**src/rtl/scen_trigger_mux.sv**
```systemverilog
// rtl/scen_trigger_mux.sv - N-scenario trigger generator with period-boundary scenario switching
// Config of the chosen scenario is captured into *_q registers; live cfg_* inputs are only read on load.
module scen_trigger_mux #(
  parameter int N_SCEN = 4,
  parameter int N_OUT  = 2,
  parameter int CNT_W  = 16,
  parameter int SEL_W  = 8
) (
  input  logic                    clock,
  input  logic                    scen_reset_n,
  input  logic                    scen_start,
  input  logic                    scen_stop,
  input  logic [SEL_W-1:0]        scen_sel,
  input  logic [N_SCEN*CNT_W-1:0] cfg_delay,
  input  logic [N_SCEN*CNT_W-1:0] cfg_period,
  input  logic [N_SCEN*CNT_W-1:0] cfg_width,
  input  logic [N_SCEN*CNT_W-1:0] cfg_repeat,
  input  logic [N_SCEN*N_OUT-1:0] cfg_out_mask,
  output logic [N_OUT-1:0]        output_trigger,
  output logic                    active,
  output logic [SEL_W-1:0]        active_sel,
  output logic                    sel_pending,
  output logic                    sel_error,
  output logic                    burst_done
);

  typedef enum logic [1:0] {IDLE, DELAY, RUN} state_t;

  state_t             state_q, state_d;
  logic [CNT_W-1:0]   pc_q, pc_d;
  logic [CNT_W-1:0]   dcnt_q, dcnt_d;
  logic [CNT_W-1:0]   rcnt_q, rcnt_d;
  logic [CNT_W-1:0]   p_q, p_d;
  logic [CNT_W-1:0]   w_q, w_d;
  logic [CNT_W-1:0]   r_q, r_d;
  logic [N_OUT-1:0]   mask_q, mask_d;
  logic [SEL_W-1:0]   active_sel_q, active_sel_d;
  logic [SEL_W-1:0]   sel_prev_q, sel_prev_d;
  logic [N_OUT-1:0]   trig_q, trig_d;
  logic               pending_q, pending_d;
  logic               err_q, err_d;
  logic               done_q, done_d;

  logic               sel_valid;
  logic [SEL_W-1:0]   cfg_idx;
  logic [CNT_W-1:0]   ld_delay, ld_period, ld_width, ld_repeat;
  logic [N_OUT-1:0]   ld_mask;
  logic [CNT_W-1:0]   ld_p, ld_w;
  logic [CNT_W-1:0]   pc_inc, rcnt_inc;
  logic               period_end;
  logic               load;

  assign sel_valid = (32'(scen_sel) < 32'(N_SCEN));
  // An invalid request never replaces the running scenario; reload the current one instead.
  assign cfg_idx   = sel_valid ? scen_sel : active_sel_q;

  always_comb begin
    ld_delay  = '0;
    ld_period = '0;
    ld_width  = '0;
    ld_repeat = '0;
    ld_mask   = '0;
    for (int i = 0; i < N_SCEN; i++) begin
      if (cfg_idx == SEL_W'(i)) begin
        ld_delay  = cfg_delay[i*CNT_W +: CNT_W];
        ld_period = cfg_period[i*CNT_W +: CNT_W];
        ld_width  = cfg_width[i*CNT_W +: CNT_W];
        ld_repeat = cfg_repeat[i*CNT_W +: CNT_W];
        ld_mask   = cfg_out_mask[i*N_OUT +: N_OUT];
      end
    end
  end

  assign ld_p       = (ld_period < CNT_W'(2)) ? CNT_W'(2) : ld_period;
  assign ld_w       = (ld_width > ld_p - CNT_W'(1)) ? ld_p - CNT_W'(1) : ld_width;
  assign pc_inc     = pc_q + CNT_W'(1);
  assign rcnt_inc   = (rcnt_q == '1) ? rcnt_q : rcnt_q + CNT_W'(1);
  assign period_end = (state_q == RUN) && (pc_q == p_q - CNT_W'(1));

  always_comb begin
    state_d      = state_q;
    pc_d         = pc_q;
    dcnt_d       = dcnt_q;
    rcnt_d       = rcnt_q;
    active_sel_d = active_sel_q;
    sel_prev_d   = scen_sel;
    trig_d       = '0;
    err_d        = 1'b0;
    done_d       = 1'b0;
    load         = 1'b0;

    if (scen_stop) begin
      state_d = IDLE;
    end else if (scen_start && (state_q == IDLE) && !sel_valid) begin
      err_d = 1'b1;
    end else if (scen_start) begin
      load         = 1'b1;
      active_sel_d = cfg_idx;
      rcnt_d       = '0;
      pc_d         = '0;
      if (ld_delay == '0) begin
        state_d = RUN;
        trig_d  = (ld_w != '0) ? ld_mask : '0;
      end else begin
        state_d = DELAY;
        dcnt_d  = ld_delay;
      end
    end else begin
      case (state_q)
        DELAY: begin
          if (dcnt_q <= CNT_W'(1)) begin
            state_d = RUN;
            pc_d    = '0;
            trig_d  = (w_q != '0) ? mask_q : '0;
          end else begin
            dcnt_d = dcnt_q - CNT_W'(1);
          end
        end
        RUN: begin
          if (period_end) begin
            rcnt_d = rcnt_inc;
            pc_d   = '0;
            if ((r_q != '0) && (rcnt_inc == r_q)) begin
              state_d = IDLE;
              done_d  = 1'b1;
            end else if (sel_valid && (scen_sel != active_sel_q)) begin
              load         = 1'b1;
              active_sel_d = scen_sel;
              rcnt_d       = '0;
              trig_d       = (ld_w != '0) ? ld_mask : '0;
            end else begin
              trig_d = (w_q != '0) ? mask_q : '0;
            end
          end else begin
            pc_d   = pc_inc;
            trig_d = (pc_inc < w_q) ? mask_q : '0;
          end
        end
        default: ;
      endcase
    end

    // Report each fresh move of the selector onto an out-of-range index while running.
    if ((state_q != IDLE) && !sel_valid && (scen_sel != sel_prev_q)) begin
      err_d = 1'b1;
    end

    pending_d = (state_d != IDLE) && sel_valid && (scen_sel != active_sel_d);
  end

  assign p_d    = load ? ld_p : p_q;
  assign w_d    = load ? ld_w : w_q;
  assign r_d    = load ? ld_repeat : r_q;
  assign mask_d = load ? ld_mask : mask_q;

  always_ff @(posedge clock or negedge scen_reset_n) begin
    if (!scen_reset_n) begin
      state_q      <= IDLE;
      pc_q         <= '0;
      dcnt_q       <= '0;
      rcnt_q       <= '0;
      p_q          <= '0;
      w_q          <= '0;
      r_q          <= '0;
      mask_q       <= '0;
      active_sel_q <= '0;
      sel_prev_q   <= '0;
      trig_q       <= '0;
      pending_q    <= 1'b0;
      err_q        <= 1'b0;
      done_q       <= 1'b0;
    end else begin
      state_q      <= state_d;
      pc_q         <= pc_d;
      dcnt_q       <= dcnt_d;
      rcnt_q       <= rcnt_d;
      p_q          <= p_d;
      w_q          <= w_d;
      r_q          <= r_d;
      mask_q       <= mask_d;
      active_sel_q <= active_sel_d;
      sel_prev_q   <= sel_prev_d;
      trig_q       <= trig_d;
      pending_q    <= pending_d;
      err_q        <= err_d;
      done_q       <= done_d;
    end
  end

  assign output_trigger = trig_q;
  assign active         = (state_q != IDLE);
  assign active_sel     = active_sel_q;
  assign sel_pending    = pending_q;
  assign sel_error      = err_q;
  assign burst_done     = done_q;

endmodule

```
**config.mk**
```make
export PLATFORM = sky130hd
export DESIGN_NAME = scen_trigger_mux
export DESIGN_NICKNAME = d
export VERILOG_FILES = /design/src/rtl/scen_trigger_mux.sv
export SDC_FILE = /design/constraint.sdc
export NUM_CORES = 1
export LEC_CHECK = 0
export BUFFER_PORTS_ARGS = -buffer_cell sky130_fd_sc_hd__buf_4
export CORE_ASPECT_RATIO = 0.7
export CORE_MARGIN = 2
export CORE_UTILIZATION = 29
export CTS_BUF_LIST = sky130_fd_sc_hd__clkbuf_8
export CTS_CLUSTER_SIZE = 30
export DETAILED_ROUTE_END_ITERATION = 8
export PLACE_DENSITY_LB_ADDON = 0.2
export SYNTH_ARGS = -nofsm -noshare
export SYNTH_HDL_FRONTEND = slang
export SYNTH_SLANG_ARGS = --single-unit
```
**constraint.sdc**
```tcl
create_clock -name clock -period 18.9 [get_ports clock]
set_input_delay 2.835 -clock clock [delete_from_list [all_inputs] [get_ports clock]]
set_output_delay 2.835 -clock clock [all_outputs]
set_load 0.03 [all_outputs]
```
=== Word-level counts from Yosys, hierarchy flattened ===
Index checks and enable logic that the tools add are counted.
W data, S select, Z words.

* Bits of input ports: 276
* Word-level logic and storage cells: 145
* Output and inout bits: 14
* Bits in registers: 121

* Reductions and logical operators: 25
* Bitwise logic cells: 2
* Multiplexer cells: 80
* Equality and inequality tests: 14
* Magnitude comparators: 5
* Add/subtract/negate cells: 5

{| class="wikitable"
|+ Operators by type and width
! operator !! count
|-
| $mux W16 || 31
|-
| $mux W8 || 8
|-
| $reduce_bool A16 Y1 || 3
|-
| $sub A16 B1 Y16 const B || 3
|-
| $mux W2 || 22
|-
| $add A16 B1 Y16 const B || 2
|-
| $eq A16 B16 Y1 || 2
|-
| $pmux W16 S2 || 1
|-
| $ne A8 B8 Y1 || 3
|-
| $eq A16 B16 Y1 const B || 1
|-
| $eq A8 B2 Y1 const B || 2
|-
| $gt A16 B16 Y1 || 1
|-
| $le A16 B1 Y1 const B || 1
|-
| $logic_not A16 Y1 || 1
|-
| $lt A16 B16 Y1 || 1
|-
| $lt A16 B2 Y1 const B || 1
|-
| $mux W1 || 16
|-
| $reduce_bool A2 Y1 || 5
|-
| $logic_and A1 B1 Y1 || 9
|-
| $eq A8 B1 Y1 const B || 1
|-
| $logic_not A8 Y1 || 1
|-
| $lt A8 B3 Y1 const B || 1
|-
| $pmux W2 S2 || 2
|-
| $reduce_and A4 Y1 || 2
|-
| other kinds (9) || 11
|}

=== Logic depth before layout (Yosys ltp) ===
Gate-level depths: netlist of run 1.

* Word-level depth: 21
* Depth in mapped cells: 31
* Gate-level depth less buffers: 26

=== Least setup slack after synthesis of run 1 ===
Ideal clock, no wire load.

* Kind: input to register
* From: input port scen_sel[7]
* To: register trig_q[1] (netlist: output_trigger[1])
* Path buffers: 1
* Library setup time: 132 ps
* Data required time: 18768 ps
* Path slack: 9809 ps
* Arrival time: 8959 ps
* Stages: 25
* Path through: or4_4 > o21ai_4 > nand2_4 > buf_6 > mux2_4 > a222oi_1 > nand4b_2 > or2_4 > nand2_1 > ha_1 > o21ai_0 > a2111oi_1 > and2_1 > and3_1 > xor2_1 > ha_1 > a21o_1 > a21oi_1 > o21ai_0 > o21a_1 > a31o_2 > a211o_1 > or4b_1 > nor4_2 > o31ai_1

* Word-level cells in the longest chain between the ends: 21
* Elaborated cells on any way between the ends: 42
* Classes of those cells: add/sub: 1; order compare: 3; eq/ne: 4; mux: 28; reduce/logical: 6

{| class="wikitable"
|+ Ends and longest elaborated chain
! element !! line !! source
|-
| from (decl) || 13 || <nowiki>input logic [SEL_W-1:0] scen_sel,</nowiki>
|-
| $lt A8 B3 Y1 || 53 || <nowiki>assign sel_valid = (32'(scen_sel) < 32'(N_SCEN));</nowiki>
|-
| $mux W8 || 55 || <nowiki>assign cfg_idx = sel_valid ? scen_sel : active_sel_q;</nowiki>
|-
| $logic_not A8 Y1 || 64 || <nowiki>if (cfg_idx == SEL_W'(i)) begin</nowiki>
|-
| $mux W16 (4 in series) || 64 ||
|-
| $lt A16 B2 Y1 || 74 || <nowiki>assign ld_p = (ld_period < CNT_W'(2)) ? CNT_W'(2) : ld_period;</nowiki>
|-
| $mux W16 || 74 ||
|-
| $sub A16 B1 Y16 || 75 || <nowiki>assign ld_w = (ld_width > ld_p - CNT_W'(1)) ? ld_p - CNT_W'(1) : ld_width;</nowiki>
|-
| $gt A16 B16 Y1 || 75 ||
|-
| [3 not listed] || n/a ||
|-
| $mux W2 || 126 || <nowiki>end else if (sel_valid && (scen_sel != active_sel_q)) begin</nowiki>
|-
| $mux W2 || 123 || <nowiki>if ((r_q != '0) && (rcnt_inc == r_q)) begin</nowiki>
|-
| $mux W2 || 120 || <nowiki>if (period_end) begin</nowiki>
|-
| $pmux W2 S2 || 109 || <nowiki>case (state_q)</nowiki>
|-
| $mux W2 || 96 || <nowiki>end else if (scen_start) begin</nowiki>
|-
| $mux W2 * || 94 || <nowiki>end else if (scen_start && (state_q == IDLE) && !sel_valid) begin</nowiki>
|-
| $mux W2 * || 92 || <nowiki>if (scen_stop) begin</nowiki>
|-
| named net trig_d[1] || 39 || <nowiki>logic [N_OUT-1:0] trig_q, trig_d;</nowiki>
|-
| to (signal assigned) || 183 || <nowiki>trig_q <= trig_d;</nowiki>
|-
| to (decl) || 39 ||
|}

The timed path passes the listed nets; every way through them passes the cells marked *.
A chain may end at the register's enable or synchronous reset.

=== Worst setup path in the final report of run 1 ===
Same ends and word-level chain as after synthesis.

==> results.cfg, run 1 <==
[global_route]
grt_pass1_vias = 10900
grt_antenna_before_repair = 0
grt_pass1_wl_mm = 64.4
grt-ovfl-total = 0
track_usage = 0.224
grt_max_degree = 91

[setup_path]
r2r_end = output_trigger[1]
path_max_fanout = 50
rr_worst_depth = 27
crit_path_end_kind = flip-flop
path_class = primary input to flip-flop
setup.worst_path.start = scen_sel[7]
ff2ff_setup_slack_ns = 10.04
r2r-start = active_sel[6]
cp-start-kind = primary input
worstPathArrival_ns = 11.39
cp_data_required_time_ns = 19.21

[final_layout]
mostFrequentLayoutCell = buf_4
insertedDiodeCount = 0
post-route-util = 0.378
regArea_sq_um = 3030
multiInputGateArea_sq_um = 6950
mostFrequentLayoutCells = 308 x buf_4, 172 x nand2_1, 121 x dfrtp_1
drive_gt1_frac = 0.255
area_delta_synth_final_pct = 29.3
fill_cells = 3695
nets = 1876

[timing]
worstMarginPinSlew_ns = 1.33
setup_violations = 0
fin_setup_tns_ns = 0
relSlewSlack = 0.105
fmax_mhz = 90.3
final.period_utilization = 0.586
whs_ns = 0.490
rsz0062_at_grt = false
fin_skew_ns = 0.0236
finalMaxSlewViolations = 0
hold_viol_final = 0
layout_min_cycle_time_ns = 11.08

[logic_synthesis]
synth_top_area_share = 0.291
ys_types = 82
synth.top_cells.by_area = dfrtp_1 29%, nand2_1 6.2%, xnor2_1 5.1%
seq_area_frac_synth = 0.291
syn_avg_cell_area_sq_um = 7.99
synth_warnings = 0
netlist_instances = 1304
synth_edf_count = 0
yosysTopAreaCell = dfrtp_1
synth_seq_cells = 121
syn-cell-area_sq_um = 10400
synth-async-reset-ratio = 1.00
synth_fp_nets = 1620
synth_flop_cell = dfrtp_1

[run_status]
status = complete, no violations

[placed_design]
numPortBuffers = 289
dp_hpwl_mm = 33.4
finalWeightedCongestion = 0.918

[clocking]
cts_setup_buffers = 0
cts_tree = yes
clkLatencyLatePin_ns = 0.49
cts_inserted_buffers = 17
clk_path_buf_depth = 2
cts_resized = 0
htree_num_levels = 4
ctsHoldBuffers = 0
cts_sinks = 121
path_clk_slew_ns = 0.10
root_buffer = clkbuf_8

[route]
first_pass_iters = 7
postRouteAntennaNets = 0
wl_mm = 42.2
drcViolationCount = 0
first_iter_violations = 953
wire_per_inst_um = 20.5
vias = 11300
viasPerCell = 5.50

[power]
power_density_nw_per_um2 = 73.4
p_seq_frac = 0.355
p_leak_uw = 0.00590
combPwrFrac = 0.395
p_int_uw = 591
swShare = 0.402
switching_power_uw = 398
clkPwrFrac = 0.251
ir_drop_mv = 0.0533

[hold_path]
min_from = dcnt_q[1]
hold_depth = 2
min_to = dcnt_q[1]
hp-class = flip-flop to flip-flop

[floorplanning]
rows = 58
die-area_sq_um = 37500
start_util = 0.292
die_y_um = 163
fp.coreArea_sq_um = 35600
ios = 290
die_w_um = 230

[flow_run]
drv_cap = 0
-- synthesized netlist by cell type (all sizes together), types with 7 or more instances --
library cell,count
nand2,174
dfrtp,121
a21oi,104
o21ai,95
nor2,77
xnor2,61
clkbuf,53
inv,49
ha,40
nand3,35
nor3,33
nand2b,29
mux2,28
nand4,26
xor2,25
a222oi,24
a21o,20
a31oi,19
buf,18
nor4,18
a221oi,17
or3,16
nor2b,15
a22oi,13
mux2i,13
or2,13
a22o,11
o21a,11
a211oi,10
and2,10
and3,10
o31ai,10
o221ai,9
or4,9
a2111oi,7
nor4b,7
-- metal layers --
| metal | up-vias | GRT usage | routed length (um) | part of all wire |
|---|---|---|---|---|
| met5 | - | 0 | 0 | 0 |
| met4 | 0 | 0.0584 | 853 | 0.020 |
| met3 | 43 | 0.0532 | 3170 | 0.075 |
| met2 | 427 | 0.316 | 17200 | 0.41 |
| met1 | 5455 | 0.338 | 21000 | 0.50 |
| li1 | 5376 | - | - | - |
-- worst max-delay path, stage by stage --
cell and delay (ns):
buf_4 0.14, or4_4 0.58, o21ai_4 0.36, nand2_4 0.43
o311ai_1 0.48, nor4b_4 0.47, or4b_1 0.60, or2_4 0.31
nand2_1 0.13, ha_1 0.22, o21ai_0 0.12, a2111oi_1 0.85
and2_1 0.22, and3_1 0.17, xor2_1 0.10, ha_1 0.34
nand4_1 0.11, nor2_1 0.21, o21ai_0 0.11, a21oi_1 0.17
o21a_1 0.73, nor2_1 0.07, a31o_2 0.25, a211o_1 0.26
or4b_1 0.52, nor4_2 0.45, o31ai_1 0.15
-- metrics by stage --
stage                     setup WS (ns)  area (sq um)  std cells  power, uW
after floorplan                    9.81         10400       1304        581
after detailed placement           7.49         13100       2021        737
final                              7.82         13500       2053        989
after global placement             7.63         13100       2021        733
after global routing               7.26         13500       2053       1050
after CTS                          7.99         13500       2053        989
-- flip-flops by register name, indices dropped and copies added, names as in the netlist --
| name | count |
|---|---|
| dcnt_q | 16 |
| p_q | 16 |
| pc_q | 16 |
| r_q | 16 |
| rcnt_q | 16 |
| w_q | 16 |
| active_sel | 8 |
| sel_prev_q | 8 |
| mask_q | 2 |
| output_trigger | 2 |
| state_q | 2 |
| burst_done | 1 |
| sel_error | 1 |
| sel_pending | 1 |
-- how the worst max path moves through the flow --
stage | to | cells after the start
after floorplan | output_trigger[1] | 25
after CTS | output_trigger[1] | 27
after global routing | output_trigger[1] | 27
after detailed placement | output_trigger[1] | 27
final | output_trigger[1] | 27
after global placement | output_trigger[1] | 27
-- area by class of cell --
type / count / area share
clock buffers: 18 / 0.0184
repair buffers: 308 / 0.172
flip-flops and latches: 121 / 0.225
multi-input cells: 1063 / 0.516
well taps: 480 / 0.0446
clock inverters: 14 / 0.0110
inverters: 49 / 0.0137
-- cells by family after synthesis --
kind of cell | count (synthesis) | share of synthesized area
and+or+nand+nor | 487 | 0.234
adders and majority gates | 40 | 0.0481
xor gates and xnor gates | 86 | 0.0723
muxes | 41 | 0.0443
buffers and inverters | 120 | 0.0453
AOI/OAI and AO/OA | 409 | 0.265
DFF | 121 | 0.291
-- power by group through the flow --
| stage | sequential [uW] | clock [uW] | combinational, uW |
|---|---|---|---|
| after floorplan | 332 | 0 | 249 |
| after global placement | 353 | 0 | 381 |
| after detailed placement | 353 | 0 | 384 |
| after CTS | 348 | 254 | 386 |
| after global routing | 356 | 266 | 431 |
| final | 351 | 248 | 390 |
No activity file was read; power rests on OpenSTA's default activity.
==> inputs of run 2 (changes only) <==
- ABC_AREA: not set -> 1
- clock period: 18.9 -> 9.94 ns (I/O delays scaled with it)
==> run 2 against run 1 <==
Register-to-register slack got worse by 7.1 ns. Sequential cell count unchanged. Hold slack improved by 0.031 ns. Clock power increased by 85%. Final area increased by 2.1%. Clock skew decreased by 0.0097 ns. Global-route usage decreased by 0.79 points. Setup slack got worse by 5.8 ns. Sequential share of layout area decreased by 0.47 points. Highest routed layer unchanged.
==> results.cfg, run 2 <==
[run_status]
status = complete, no violations

[setup_path]
path_class = primary input to flip-flop
worstSetupPathDepth = 42
critPathBufInv = 8
cp_slowest_cell = nor2_4
cp-start-kind = primary input
cp_common_cell = nand2_1
r2r-start = active_sel[5]
crit_path_end_kind = flip-flop
rr_worst_depth = 41
cp_data_required_time_ns = 10.28
ff2ff_setup_slack_ns = 2.95
crit_family = simple AND/OR/NAND/NOR gates
setup.worst_path.start = scen_sel[7]
slowest_delay_ns = 0.50
worstPathArrival_ns = 8.27
path_max_fanout = 31
r2r_end = output_trigger[0]
crit_end = output_trigger[0]

[clocking]
clkLatencyLatePin_ns = 0.48
htree_num_levels = 4
cts_resized = 0
path_clk_slew_ns = 0.08
clk_path_buf_depth = 2
cts_inserted_buffers = 17
cts_setup_buffers = 0
root_buffer = clkbuf_8
ctsHoldBuffers = 0
cts_tree = yes
cts_sinks = 121

[final_layout]
insertedDiodeCount = 0
drive_gt1_frac = 0.220
post-route-util = 0.372
mostFrequentLayoutCells = 375 x nand2_1, 299 x buf_4, 192 x inv_1
area_delta_synth_final_pct = 27.2
fill_cells = 3922
nets = 2165
mostFrequentLayoutCell = nand2_1

[power]
p_int_uw = 1530
p_leak_uw = 0.00680
combPwrFrac = 0.620
p_seq_frac = 0.235
power_density_nw_per_um2 = 231
swShare = 0.517
ir_drop_mv = 0.124
switching_power_uw = 1640
finalPower_uw = 3170
clkPwrFrac = 0.145

[logic_synthesis]
ys_types = 60
synthTopCellsByCount = 376 x nand2_1, 190 x inv_1, 141 x nor2_1
synth_top_area_share = 0.280
synth.top_cells.by_area = dfrtp_1 28%, nand2_1 13%, inv_1 6.6%
netlist_instances = 1588
synth-async-reset-ratio = 1.00
synth_most_common_cell = nand2_1
synth_fp_nets = 1904
synth_seq_cells = 121
syn-cell-area_sq_um = 10800
synth_warnings = 0
seq_area_frac_synth = 0.280
synth_edf_count = 0
yosysTopAreaCell = dfrtp_1
syn_avg_cell_area_sq_um = 6.81
synth_flop_cell = dfrtp_1

[route]
drcViolationCount = 0
vias = 11900
postRouteAntennaNets = 0
first_iter_violations = 979
viasPerCell = 5.08
wire_per_inst_um = 18.2
first_pass_iters = 5
wl_mm = 42.7

[timing]
hold_viol_final = 0
layout_min_cycle_time_ns = 7.93
fmax_mhz = 126
finalMaxSlewViolations = 0
worstMarginPinSlew_ns = 1.23
rsz0062_at_grt = false
setup_violations = 0
final.period_utilization = 0.798
relSlewSlack = 0.179
fin_skew_ns = 0.0139
fin_setup_tns_ns = 0

[hold_path]
hp-class = flip-flop to flip-flop
hold_depth = 2

[floorplanning]
die-area_sq_um = 38900
start_util = 0.292
rows = 59
die_w_um = 235
ios = 290
die_y_um = 166
fp.coreArea_sq_um = 37000

[placed_design]
numPortBuffers = 289
dp_hpwl_mm = 34.1
finalWeightedCongestion = 0.942

[global_route]
grt_pass1_vias = 11200
track_usage = 0.216
grt-ovfl-total = 0
grt_max_degree = 61
grt_antenna_before_repair = 0
grt_pass1_wl_mm = 65.3

[flow_run]
drv_cap = 0
-- run 2: worst register-to-register path, delay by kind of cell, from the launching register on --
kind,cells,cell delay [ns]
AO/OA/AOI/OAI,4,0.60
buffers and inverters,8,1.51
AND/OR/NAND/NOR,26,3.59
adder cells (fa/ha/maj),2,0.49
XOR/XNOR,1,0.19
flip-flops,1,0.46
-- run 2: worst min-delay path by stage --
stage,end,start
5_1_grt,w_q[0],w_q[0]
6_report,w_q[0],w_q[0]
3_3_place_gp,mask_q[1],mask_q[1]
4_1_cts,mask_q[1],mask_q[1]
2_1_floorplan,mask_q[1],mask_q[1]
3_5_place_dp,mask_q[1],mask_q[1]
-- run 2: through the flow --
| stage | setup WS, ns | area [sq um] | instances | hold slack (ns) |
|---|---|---|---|---|
| final | 2.01 | 13800 | 2350 | 0.521 |
| after global routing | 1.25 | 13800 | 2350 | 0.541 |
| after CTS | 2.02 | 13800 | 2350 | 0.516 |
| after detailed placement | 1.51 | 13400 | 2318 | 0.496 |
| after global placement | 1.72 | 13400 | 2318 | 0.493 |
| after floorplan | 3.74 | 10800 | 1588 | 0.464 |
-- run 2: cells by family (layout without fill, tap and decap cells) --
kind of cell / after synthesis / after routing / synth area share
XOR/XNOR: 70 / 70 / 0.0567
adder cells (fa/ha/maj): 40 / 40 / 0.0463
buffers and inverters: 264 / 538 / 0.101
AND/OR/NAND/NOR: 809 / 809 / 0.352
AO/OA/AOI/OAI: 284 / 284 / 0.164
flip-flops: 121 / 121 / 0.280
-- run 2: layout make-up --
type,count,area [sq um],area share
multi-input combinational,1203,6700,0.487
sequential,121,3030,0.220
timing repair buffer,299,2240,0.163
inverter,207,779,0.0567
tap,488,611,0.0444
clock buffer,19,262,0.0190
clock inverter,13,128,0.00928
-- run 2: metal layers --
| layer | global-route usage | share of wire | wire length, um | vias to the layer above |
|---|---|---|---|---|
| li1 | - | - | - | 5894 |
| met1 | 0.313 | 0.49 | 21100 | 5578 |
| met2 | 0.337 | 0.43 | 18400 | 435 |
| met3 | 0.0467 | 0.067 | 2870 | 21 |
| met4 | 0.0296 | 0.0065 | 277 | 0 |
| met5 | 0 | 0 | 0 | - |
-- run 2: power groups by stage --
stage | Sequential, uW | Clock [uW] | Combinational, uW
floorplan | 737 | 0 | 1400
global placement | 753 | 0 | 1930
detailed placement | 752 | 0 | 1940
CTS | 744 | 470 | 1950
global route | 764 | 494 | 2210
finish | 746 | 459 | 1970
